File: src/rtl/wb_pkg.sv
// ---------------------------------------------------------------------------
// wb_pkg
// Definitions shared by the write-back/commit stage and its flush controller.
//   wb_state_e   : flush controller state (IDLE, FLUSH)
//   BTYPE_*      : encoding of the branch-type control bit
//   FLUSH_CNT_W  : width of the flush down-counter (covers depths 1..7)
// ---------------------------------------------------------------------------
package wb_pkg;

  typedef enum logic {
    IDLE  = 1'b0,
    FLUSH = 1'b1
  } wb_state_e;

  localparam logic BTYPE_ZERO = 1'b0;
  localparam logic BTYPE_NEG  = 1'b1;

  localparam int FLUSH_CNT_W = 3;

endpackage

File: src/rtl/wb_flush_ctrl.sv
// ---------------------------------------------------------------------------
// wb_flush_ctrl
// Flush sequencer: on a taken branch/jump it holds flush high for exactly
// FLUSH_DEPTH cycles, during which the commit stage refuses new entries.
//   clk    in  pipeline clock
//   rst_n  in  asynchronous active-low reset
//   taken  in  a taken branch/jump is committing this cycle
//   flush  out squash request to the IF/ID, ID/EX and EX/WB buffers
//   busy   out commit gate: entries sampled while high are wrong-path
// ---------------------------------------------------------------------------
module wb_flush_ctrl
  import wb_pkg::*;
#(
  parameter int FLUSH_DEPTH = 3
) (
  input  logic clk,
  input  logic rst_n,
  input  logic taken,
  output logic flush,
  output logic busy
);

  // The count is loaded with DEPTH-1 because the loading edge itself
  // already starts the first flush cycle.
  localparam logic [FLUSH_CNT_W-1:0] CNT_INIT = FLUSH_CNT_W'(FLUSH_DEPTH - 1);

  wb_state_e               state_q, state_d;
  logic [FLUSH_CNT_W-1:0]  cnt_q, cnt_d;

  always_ff @(posedge clk or negedge rst_n) begin
    if (!rst_n) begin
      state_q <= IDLE;
      cnt_q   <= '0;
    end else begin
      state_q <= state_d;
      cnt_q   <= cnt_d;
    end
  end

  always_comb begin
    state_d = state_q;
    cnt_d   = cnt_q;
    unique case (state_q)
      IDLE: begin
        if (taken) begin
          state_d = FLUSH;
          cnt_d   = CNT_INIT;
        end
      end
      FLUSH: begin
        if (cnt_q == '0) begin
          state_d = IDLE;
        end else begin
          cnt_d = cnt_q - 1'b1;
        end
      end
      default: begin
        state_d = IDLE;
        cnt_d   = '0;
      end
    endcase
  end

  assign flush = (state_q == FLUSH);
  assign busy  = (state_q == FLUSH);

endmodule

File: src/rtl/wb_commit_unit.sv
// ---------------------------------------------------------------------------
// wb_commit_unit
// Write-back/commit stage fed by the EX->WB pipeline register.
//   in_valid/in_ctrl_*  in  registered WB control for the current entry
//   in_memdata/aluresult in candidate write-back values
//   in_target           in  branch/jump target
//   in_rd               in  destination register (r0 is never written)
//   rf_we/waddr/wdata   out registered register-file write port
//   pc_redirect         out one-cycle pulse, PC loads pc_target
//   pc_target           out last redirect address (held)
//   flush               out wrong-path squash, FLUSH_DEPTH cycles long
//   retired_count       out committed instructions (wrapping)
//   taken_count         out taken branches + jumps (wrapping)
// ---------------------------------------------------------------------------
module wb_commit_unit
  import wb_pkg::*;
#(
  parameter int FLUSH_DEPTH = 3,
  parameter int RET_W       = 32,
  parameter int TKN_W       = 16
) (
  input  logic             clk,
  input  logic             rst_n,
  input  logic             in_valid,
  input  logic             in_ctrl_regwrt,
  input  logic             in_ctrl_branch,
  input  logic             in_ctrl_btype,
  input  logic             in_ctrl_jump,
  input  logic             in_ctrl_memtoreg,
  input  logic             in_ctrl_neg,
  input  logic             in_ctrl_zero,
  input  logic [31:0]      in_memdata,
  input  logic [31:0]      in_aluresult,
  input  logic [31:0]      in_target,
  input  logic [5:0]       in_rd,
  output logic             rf_we,
  output logic [5:0]       rf_waddr,
  output logic [31:0]      rf_wdata,
  output logic             pc_redirect,
  output logic [31:0]      pc_target,
  output logic             flush,
  output logic [RET_W-1:0] retired_count,
  output logic [TKN_W-1:0] taken_count
);

  logic busy;
  logic commit;
  logic cond_met;
  logic taken;

  logic             rf_we_q, rf_we_d;
  logic [5:0]       rf_waddr_q;
  logic [31:0]      rf_wdata_q, rf_wdata_d;
  logic             redirect_q;
  logic [31:0]      target_q;
  logic [RET_W-1:0] ret_q;
  logic [TKN_W-1:0] tkn_q;

  // Entries arriving while the flush sequencer is busy are wrong-path.
  assign commit = in_valid & ~busy;

  // Jump overrides the branch condition entirely.
  always_comb begin
    cond_met = in_ctrl_jump;
    if (in_ctrl_branch) begin
      if (in_ctrl_btype == BTYPE_NEG) cond_met = cond_met | in_ctrl_neg;
      else                            cond_met = cond_met | in_ctrl_zero;
    end
  end

  assign taken = commit & cond_met;

  assign rf_we_d    = commit & in_ctrl_regwrt & (in_rd != 6'd0);
  assign rf_wdata_d = in_ctrl_memtoreg ? in_memdata : in_aluresult;

  wb_flush_ctrl #(
    .FLUSH_DEPTH (FLUSH_DEPTH)
  ) u_flush_ctrl (
    .clk   (clk),
    .rst_n (rst_n),
    .taken (taken),
    .flush (flush),
    .busy  (busy)
  );

  // Write port keeps its last address/data when idle so the RF sees stable
  // values; a taken instruction still writes its link value.
  always_ff @(posedge clk or negedge rst_n) begin
    if (!rst_n) begin
      rf_we_q    <= 1'b0;
      rf_waddr_q <= '0;
      rf_wdata_q <= '0;
      redirect_q <= 1'b0;
      target_q   <= '0;
      ret_q      <= '0;
      tkn_q      <= '0;
    end else begin
      rf_we_q    <= rf_we_d;
      redirect_q <= taken;
      if (rf_we_d) begin
        rf_waddr_q <= in_rd;
        rf_wdata_q <= rf_wdata_d;
      end
      if (taken) begin
        target_q <= in_target;
        tkn_q    <= tkn_q + TKN_W'(1);
      end
      if (commit) begin
        ret_q <= ret_q + RET_W'(1);
      end
    end
  end

  assign rf_we         = rf_we_q;
  assign rf_waddr      = rf_waddr_q;
  assign rf_wdata      = rf_wdata_q;
  assign pc_redirect   = redirect_q;
  assign pc_target     = target_q;
  assign retired_count = ret_q;
  assign taken_count   = tkn_q;

endmodule

File: config.mk
export PLATFORM = sky130hd
export DESIGN_NAME = wb_commit_unit
export DESIGN_NICKNAME = d
export VERILOG_FILES = /design/src/rtl/wb_pkg.sv /design/src/rtl/wb_flush_ctrl.sv /design/src/rtl/wb_commit_unit.sv
export SDC_FILE = /design/constraint.sdc
export NUM_CORES = 1
export LEC_CHECK = 0
export BUFFER_PORTS_ARGS = -buffer_cell sky130_fd_sc_hd__buf_2
export CORE_ASPECT_RATIO = 0.75
export CORE_MARGIN = 8
export CORE_UTILIZATION = 30
export CTS_CLUSTER_DIAMETER = 30
export DETAILED_ROUTE_END_ITERATION = 6
export GPL_ROUTABILITY_DRIVEN = 0
export PLACE_DENSITY = 0.54
export RECOVER_POWER = 50
export SYNTH_ARGS = -nofsm -noshare
export SYNTH_HDL_FRONTEND = slang
export SYNTH_SLANG_ARGS = --single-unit
File: constraint.sdc
create_clock -name clk -period 4.5 [get_ports clk]
set_input_delay 0.225 -clock clk [delete_from_list [all_inputs] [get_ports clk]]
set_output_delay 0.225 -clock clk [all_outputs]
set_load 0.01 [all_outputs]
==> flow_summary_export.csv, run 1 <==
group,metric,value,unit
cells_and_area,drive_above_1_share,0.280,
clock_tree,numCtsBuffers,17,
grt,grtUsageTotal,0.138,
timing,fmax,397,MHz
timing,fin_worst_skew,0.0164,ns
grt,grt_overflow,0,
power_and_ir_drop,cellPowerDensity,620,mW/mm2
grt,use_met3,0.0706,
worst_setup_path,reg2reg_to,"rf_waddr[3]$_DFFE_PN0P_",
cells_and_area,nets,785,
worst_setup_path,crit_path_end,"retired_count[1]$_DFFE_PN0P_",
power_and_ir_drop,p_sw_frac,0.334,
worst_setup_path,rrSetupSlack,2.06,ns
place,pre_cts_slack,2.00,ns
timing,hold_viol,0,
timing,rsz0062_at_grt,"false",
worst_setup_path,ff2ff_path_depth,3,
floorplanning,die_h,131,um
cells_and_area,finish.instance_area,0.00719,mm2
cells_and_area,fillers,1771,
worst_setup_path,worstPathMaxFanout,40,
timing,finalCritPeriodShare,0.559,
route,drc,0,
flow_run,max_cap_viol_count,1,
grt,grt_pass1_vias,4610,
synth,synth_seq_cells,124,
clock_tree,path_clk_slew,0.06,ns
clock_tree,cts_tree,"built",
power_and_ir_drop,combPwrFrac,0.271,
power_and_ir_drop,static-leakage-power,3.22,nW
synth,yosys_warnings,0,
grt,met1_usage,0.165,
hold_path,hp-class,"input pin to register",
place,dp_hpwl,11.3,mm
timing,setup_viol,0,
power_and_ir_drop,seq_power_share,0.401,
grt,use_met2,0.209,
grt,gr-max-usage-layer,"met2",
worst_setup_path,critPathCaptureType,"async pin",
worst_setup_path,startpoint_type,"input pin",
timing,slew_violations,30,
route,routedWlPerCell,16.1,um
power_and_ir_drop,ir_drop,0.328,mV
grt,grt_max_degree,72,
grt,grt_pass1_wl,24.6,mm
worst_setup_path,r2r-start,"u_flush_ctrl.busy$_DFF_PN0_",
route,viasPerCell,4.54,
clock_tree,clk_path_buf_depth,2,
timing,slew_headroom,-0.0489,
outcome,violations,"max-capacitance violations, max-slew violations",
worst_setup_path,worstPathArrival,2.90,ns
place,dpl-instance-area,0.00670,mm2
route,ant_nets,0,
timing,setup_ws,1.98,ns
worst_setup_path,worstSetupPathType,"input pin to async pin",
worst_setup_path,worstPathRequired,4.88,ns
route,route.vias.total,4195,
cells_and_area,syn2layout_area_growth,35.0,%
timing,post-route-min-period,2.52,ns
clock_tree,clock_tree.root_cell,"clkbuf_16",
floorplanning,coreArea,0.0175,mm2
place,portBuffers,232,
power_and_ir_drop,p_sw,1.49,mW
floorplanning,rows,42,
synth,synth_edf_count,0,
floorplanning,die_x,170,um
timing,tightestPinTransition,1.57,ns
floorplanning,ios,233,
synth,postSynthAreaPerCell,12.2,um2
floorplanning,start_util,0.304,
grt,antenna_found_initial,0,
route,first_pass_iters,4,
synth,async_reset_ff_frac,1.00,
synth,syn_nets,551,
synth,synth_area,0.00532,mm2
synth,synth-main-ff-cell,"dfrtp_1",
synth,ys_seq_area_frac,0.583,
power_and_ir_drop,intPower,2.97,mW
synth,synthCells,435,
clock_tree,h-tree-depth,4,
floorplanning,dieArea,0.0223,mm2
clock_tree,clk_latency,0.41,ns
outcome,status,"finished, violations left",
cells_and_area,diodes,0,
worst_setup_path,cp-startpoint,"rst_n",
clock_tree,cts_resized,0,
synth,synth_cell_types,35,
route,wirelength,14.8,mm
clock_tree,clock-sinks,124,
route,drt-initial-drc-count,236,
timing,fin_tns_setup,0,ns
power_and_ir_drop,clkPwrFrac,0.328,
-- Yosys cell counts, types with 2 or more instances --
master / instances / share of area
ha_1: 4 / 0.0094
dfrtp_1: 124 / 0.58
nor4_1: 10 / 0.012
xnor2_1: 27 / 0.044
nand3_1: 20 / 0.019
nand4_1: 14 / 0.016
nor3_1: 6 / 0.0056
and4_1: 6 / 0.0099
buf_6: 5 / 0.011
mux2_2: 38 / 0.080
buf_2: 5 / 0.0047
nor2_1: 36 / 0.025
clkbuf_1: 9 / 0.0063
o21ai_0: 2 / 0.0019
inv_1: 7 / 0.0049
and3_1: 4 / 0.0047
nand2b_1: 2 / 0.0024
xor2_1: 19 / 0.031
nand2_1: 17 / 0.012
a21oi_1: 32 / 0.030
mux2i_1: 33 / 0.062
nor4_2: 2 / 0.0047
-- power by group through the flow --
stage               clock network (mW)  logic (mW)  registers (mW)
global route                      1.55        1.35            1.85
detailed placement                   0        1.35            1.79
floorplan                            0       0.537            1.94
finish                            1.46        1.21            1.79
CTS                               1.50        1.35            1.78
global placement                     0        1.33            1.77
-- worst max-delay path: stages --
cell and delay, ns:
dlygate4sd3_1 0.54, clkbuf_1 1.14, clkbuf_2 0.96
-- sequential cells by signal, indices dropped and copies added (netlist names) --
register / flops
pc_target: 32
retired_count: 32
rf_wdata: 32
taken_count: 16
rf_waddr: 6
u_flush_ctrl.cnt_q: 3
pc_redirect: 1
rf_we: 1
u_flush_ctrl.busy: 1
-- how the worst min path moves through the flow --
stage | start | endpoint | slack, ns | cells after the start
floorplan | rst_n | pc_redirect$_DFF_PN0_ | -0.07 | 0
global placement | rst_n | rf_wdata[24]$_DFFE_PN0P_ | 0.16 | 1
detailed placement | rst_n | rf_wdata[24]$_DFFE_PN0P_ | 0.18 | 1
CTS | in_target[15] | pc_target[15]$_DFFE_PN0P_ | 0.02 | 2
global route | in_target[27] | pc_target[27]$_DFFE_PN0P_ | 0.02 | 2
finish | in_target[11] | pc_target[11]$_DFFE_PN0P_ | 0.04 | 2
-- logic make-up after synthesis --
group                      Yosys count  share of synthesized area
adders and majority gates            4                    0.00940
and+or+nand+nor                    124                      0.121
buffers and inverters               27                     0.0273
AOI/OAI and AO/OA                   38                     0.0383
DFF                                124                      0.583
xor gates and xnor gates            46                     0.0757
muxes                               72                      0.145
-- cell type report --
cell class,count,area [um2],share of cell area
flip-flops and latches,124,3100,0.432
well taps,242,303,0.0421
clock inverters,13,190,0.0265
inverters,7,26.3,0.00366
clock buffers,19,443,0.0616
multi-input cells,284,2090,0.290
repair buffers,235,1030,0.144
-- cells in the final DEF (no fill, tap or decap), drive strengths merged, types with 2 or more instances in the layout --
master,count
a21oi,33
and3,4
and4,6
buf,113
bufinv,4
clkbuf,140
clkinv,3
clkinvlp,4
dfrtp,124
ha,4
inv,9
mux2,39
mux2i,33
nand2,17
nand2b,2
nand3,20
nand4,14
nor2,37
nor3,6
nor4,12
o21ai,2
xnor2,27
xor2,19
-- per-layer routing --
layer  vias up  wire length [um]
met5         -                 0
li1       2016                 -
met1      2023              6320
met4         0               182
met2       144              6870
met3        12              1470
-- stage by stage --
stage          utilization  total power, mW  instances  hold slack, ns
2_1_floorplan            -             2.48        435         -0.0706
3_3_place_gp         0.383             3.09        891           0.165
3_5_place_dp         0.383             3.14        891           0.181
4_1_cts              0.419             4.63        924          0.0206
5_1_grt              0.411             4.75        924          0.0213
6_report             0.411             4.45        924          0.0383
-- timing repair --
item                                    CTS  global route
hold buffers                              1             0
buffers inserted                          0             0
endpoints found under the hold margin    27             0
endpoints found under the setup margin    0             0
Power figures use the tool's default switching activity.
==> inputs of run 2 (changes only) <==
--- a/config.mk
+++ b/config.mk
@@ -12,7 +12,7 @@
 export CTS_CLUSTER_DIAMETER = 30
 export DETAILED_ROUTE_END_ITERATION = 6
 export GPL_ROUTABILITY_DRIVEN = 0
-export PLACE_DENSITY = 0.54
+export PLACE_DENSITY = 0.56
 export RECOVER_POWER = 50
 export SYNTH_ARGS = -nofsm -noshare
 export SYNTH_HDL_FRONTEND = slang
==> constraint.sdc (replaced) <==
create_clock -name clk -period 2.09 [get_ports clk]
set_input_delay 0.1045 -clock clk [delete_from_list [all_inputs] [get_ports clk]]
set_output_delay 0.1045 -clock clk [all_outputs]
set_load 0.01 [all_outputs]
==> run 2 against run 1 <==
  * The run still ends with max-capacitance violations, max-slew violations left
  * Final area up 9.2%
  * Utilization is 3.8 points higher
  * Global-route usage up 0.50 points
  * Die area unchanged
  * Clock power up 91%
  * Non-clock buffer count is 66 higher
  * Combinational power grew 130%
  * Power increased by 110%
  * Sequential power rose by 110%
  * Register-to-register slack worse by 1.7 ns
  * Via count is 6.8% higher
  * Cell count grew 7.0%
==> flow_summary_export.csv, run 2 (synthesis results as in run 1) <==
group,metric,value,unit
grt,grt_max_degree,63,
cells_and_area,drive_above_1_share,0.347,
power_and_ir_drop,clkPwrFrac,0.295,
grt,grtUsageTotal,0.143,
cells_and_area,final_cell_mix,"buf_2 (172), dfrtp_1 (124), clkbuf_1 (62), dlygate4sd3_1 (57), mux2_2 (38)",
hold_path,whs_endpoint,"rf_wdata[6]$_DFFE_PN0P_",
route,wirelength,15.3,mm
grt,grt_pass1_vias,5077,
worst_setup_path,worstSetupPathType,"input pin to register",
power_and_ir_drop,ir_drop,0.646,mV
timing,fin_worst_skew,0.0104,ns
worst_setup_path,startpoint_type,"input pin",
grt,antenna_found_initial,0,
worst_setup_path,path_cells,"dlygate4sd3_1 -> buf_2 -> or4_1 -> o311a_2 -> buf_4 -> nor2_1 -> a21oi_1",
power_and_ir_drop,static-leakage-power,3.69,nW
cells_and_area,final_common_cell,"buf_2",
worst_setup_path,rrSetupSlack,0.33,ns
worst_setup_path,worstPathArrival,2.18,ns
route,drc,0,
power_and_ir_drop,p_sw_frac,0.337,
timing,fin_tns_setup,0,ns
hold_path,hold_depth,3,
worst_setup_path,max_stage_delay,0.55,ns
timing,finalCritPeriodShare,0.917,
timing,fmax,522,MHz
route,routedWlPerCell,15.4,um
route,viasPerCell,4.53,
timing,slew_violations,63,
worst_setup_path,ff2ff_path_depth,6,
floorplanning,die_x,170,um
clock_tree,path_clk_slew,0.05,ns
place,dp_hpwl,11.2,mm
timing,setup_viol,0,
worst_setup_path,slowest_stage,"dlygate4sd3_1",
flow_run,max_cap_viol_count,1,
cells_and_area,syn2layout_area_growth,47.4,%
floorplanning,ios,233,
power_and_ir_drop,cellPowerDensity,1200,mW/mm2
timing,slew_headroom,-0.00925,
floorplanning,coreArea,0.0175,mm2
worst_setup_path,r2r-start,"retired_count[0]$_DFFE_PN0P_",
grt,grt_overflow,0,
worst_setup_path,worstPathMaxFanout,37,
worst_setup_path,critPathBufInv,3,
clock_tree,clk_latency,0.41,ns
worst_setup_path,worstPathRequired,2.35,ns
hold_path,hp-class,"input pin to register",
worst_setup_path,reg2reg_to,"retired_count[22]$_DFFE_PN0P_",
outcome,violations,"max-capacitance violations, max-slew violations",
hold_path,min_from,"in_aluresult[6]",
route,first_pass_iters,5,
floorplanning,start_util,0.304,
power_and_ir_drop,seq_power_share,0.407,
route,drt-initial-drc-count,220,
outcome,status,"finished, violations left",
cells_and_area,diodes,0,
timing,post-route-min-period,1.92,ns
clock_tree,clk_path_buf_depth,2,
clock_tree,numCtsBuffers,17,
route,ant_nets,0,
clock_tree,clock_tree.root_cell,"clkbuf_16",
floorplanning,dieArea,0.0223,mm2
worst_setup_path,critPathCaptureType,"register",
clock_tree,post_cts_buffers,0,
clock_tree,cts_tree,"built",
clock_tree,clock-sinks,124,
route,route.vias.total,4479,
timing,rsz0062_at_grt,"false",
cells_and_area,post-route-util,0.448,
power_and_ir_drop,combPwrFrac,0.298,
power_and_ir_drop,intPower,6.26,mW
cells_and_area,nets,851,
grt,grt_pass1_wl,25.9,mm
timing,hold_viol,0,
floorplanning,rows,42,
floorplanning,die_h,131,um
place,portBuffers,232,
clock_tree,h-tree-depth,4,
timing,tightestPinTransition,1.51,ns
worst_setup_path,critPathTopFamily,"buffers and inverters",
power_and_ir_drop,p_sw,3.18,mW
==> run 2: worst max path at each step <==
stage,startpoint,end,cells past startpoint
after floorplan,retired_count[0]$_DFFE_PN0P_,retired_count[18]$_DFFE_PN0P_,5
after global placement,in_rd[1],rf_wdata[1]$_DFFE_PN0P_,6
after detailed placement,in_rd[1],rf_wdata[25]$_DFFE_PN0P_,6
after CTS,in_rd[0],rf_wdata[25]$_DFFE_PN0P_,7
after global routing,rst_n,pc_target[28]$_DFFE_PN0P_,3
final,in_rd[0],rf_wdata[25]$_DFFE_PN0P_,7
==> run 2: repair_timing <==
| item | CTS | global route |
|---|---|---|
| resized for setup | 0 | 0 |
| hold buffers | 57 | 0 |
| endpoints found under the setup margin | 0 | 0 |
| hold endpoints to repair | 173 | 0 |
==> run 2: metrics by stage <==
| stage | total power [mW] | hold WS (ns) | setup WS (ns) | instances | area (um2) |
|---|---|---|---|---|---|
| after global routing | 10.1 | 0.00634 | 0.0965 | 989 | 7850 |
| after detailed placement | 6.80 | 0.145 | 0.311 | 901 | 6820 |
| final | 9.45 | 0.0155 | 0.173 | 989 | 7850 |
| after CTS | 9.75 | 0.000463 | 0.221 | 989 | 7950 |
| after global placement | 6.72 | 0.140 | 0.377 | 901 | 6820 |
| after floorplan | 5.34 | -0.191 | 0.270 | 435 | 5320 |
==> run 2: layout make-up <==
class | instances | area [um2]
fillers | 1677 | 9650
flip-flops and latches | 124 | 3100
multi-input cells | 284 | 2090
repair buffers | 301 | 1770
clock buffers | 19 | 433
well taps | 242 | 303
clock inverters | 12 | 125
inverters | 7 | 26.3
==> run 2: worst reg2reg max path: cells and delay by family, from the launching register on <==
kind	cells	cell delay (ns)
xor gates and xnor gates	1	0.15
adders and majority gates	1	0.19
buffers and inverters	1	0.21
DFF	1	0.43
and+or+nand+nor	3	0.66
==> run 2: power by group through the flow <==
stage               clock [mW]  sequential [mW]  combinational, mW
finish                    2.79             3.84               2.82
global route              2.99             3.98               3.13
CTS                       2.87             3.83               3.04
detailed placement           0             3.84               2.96
global placement             0             3.83               2.89
floorplan                    0             4.19               1.16
==> run 2: routing by layer <==
layer  GRT usage  wire (um)  part of all wire
met5           0          0                 0
met4      0.0539        345             0.023
met3      0.0625       1370             0.090
met2       0.227       7160              0.47
met1       0.167       6380              0.42
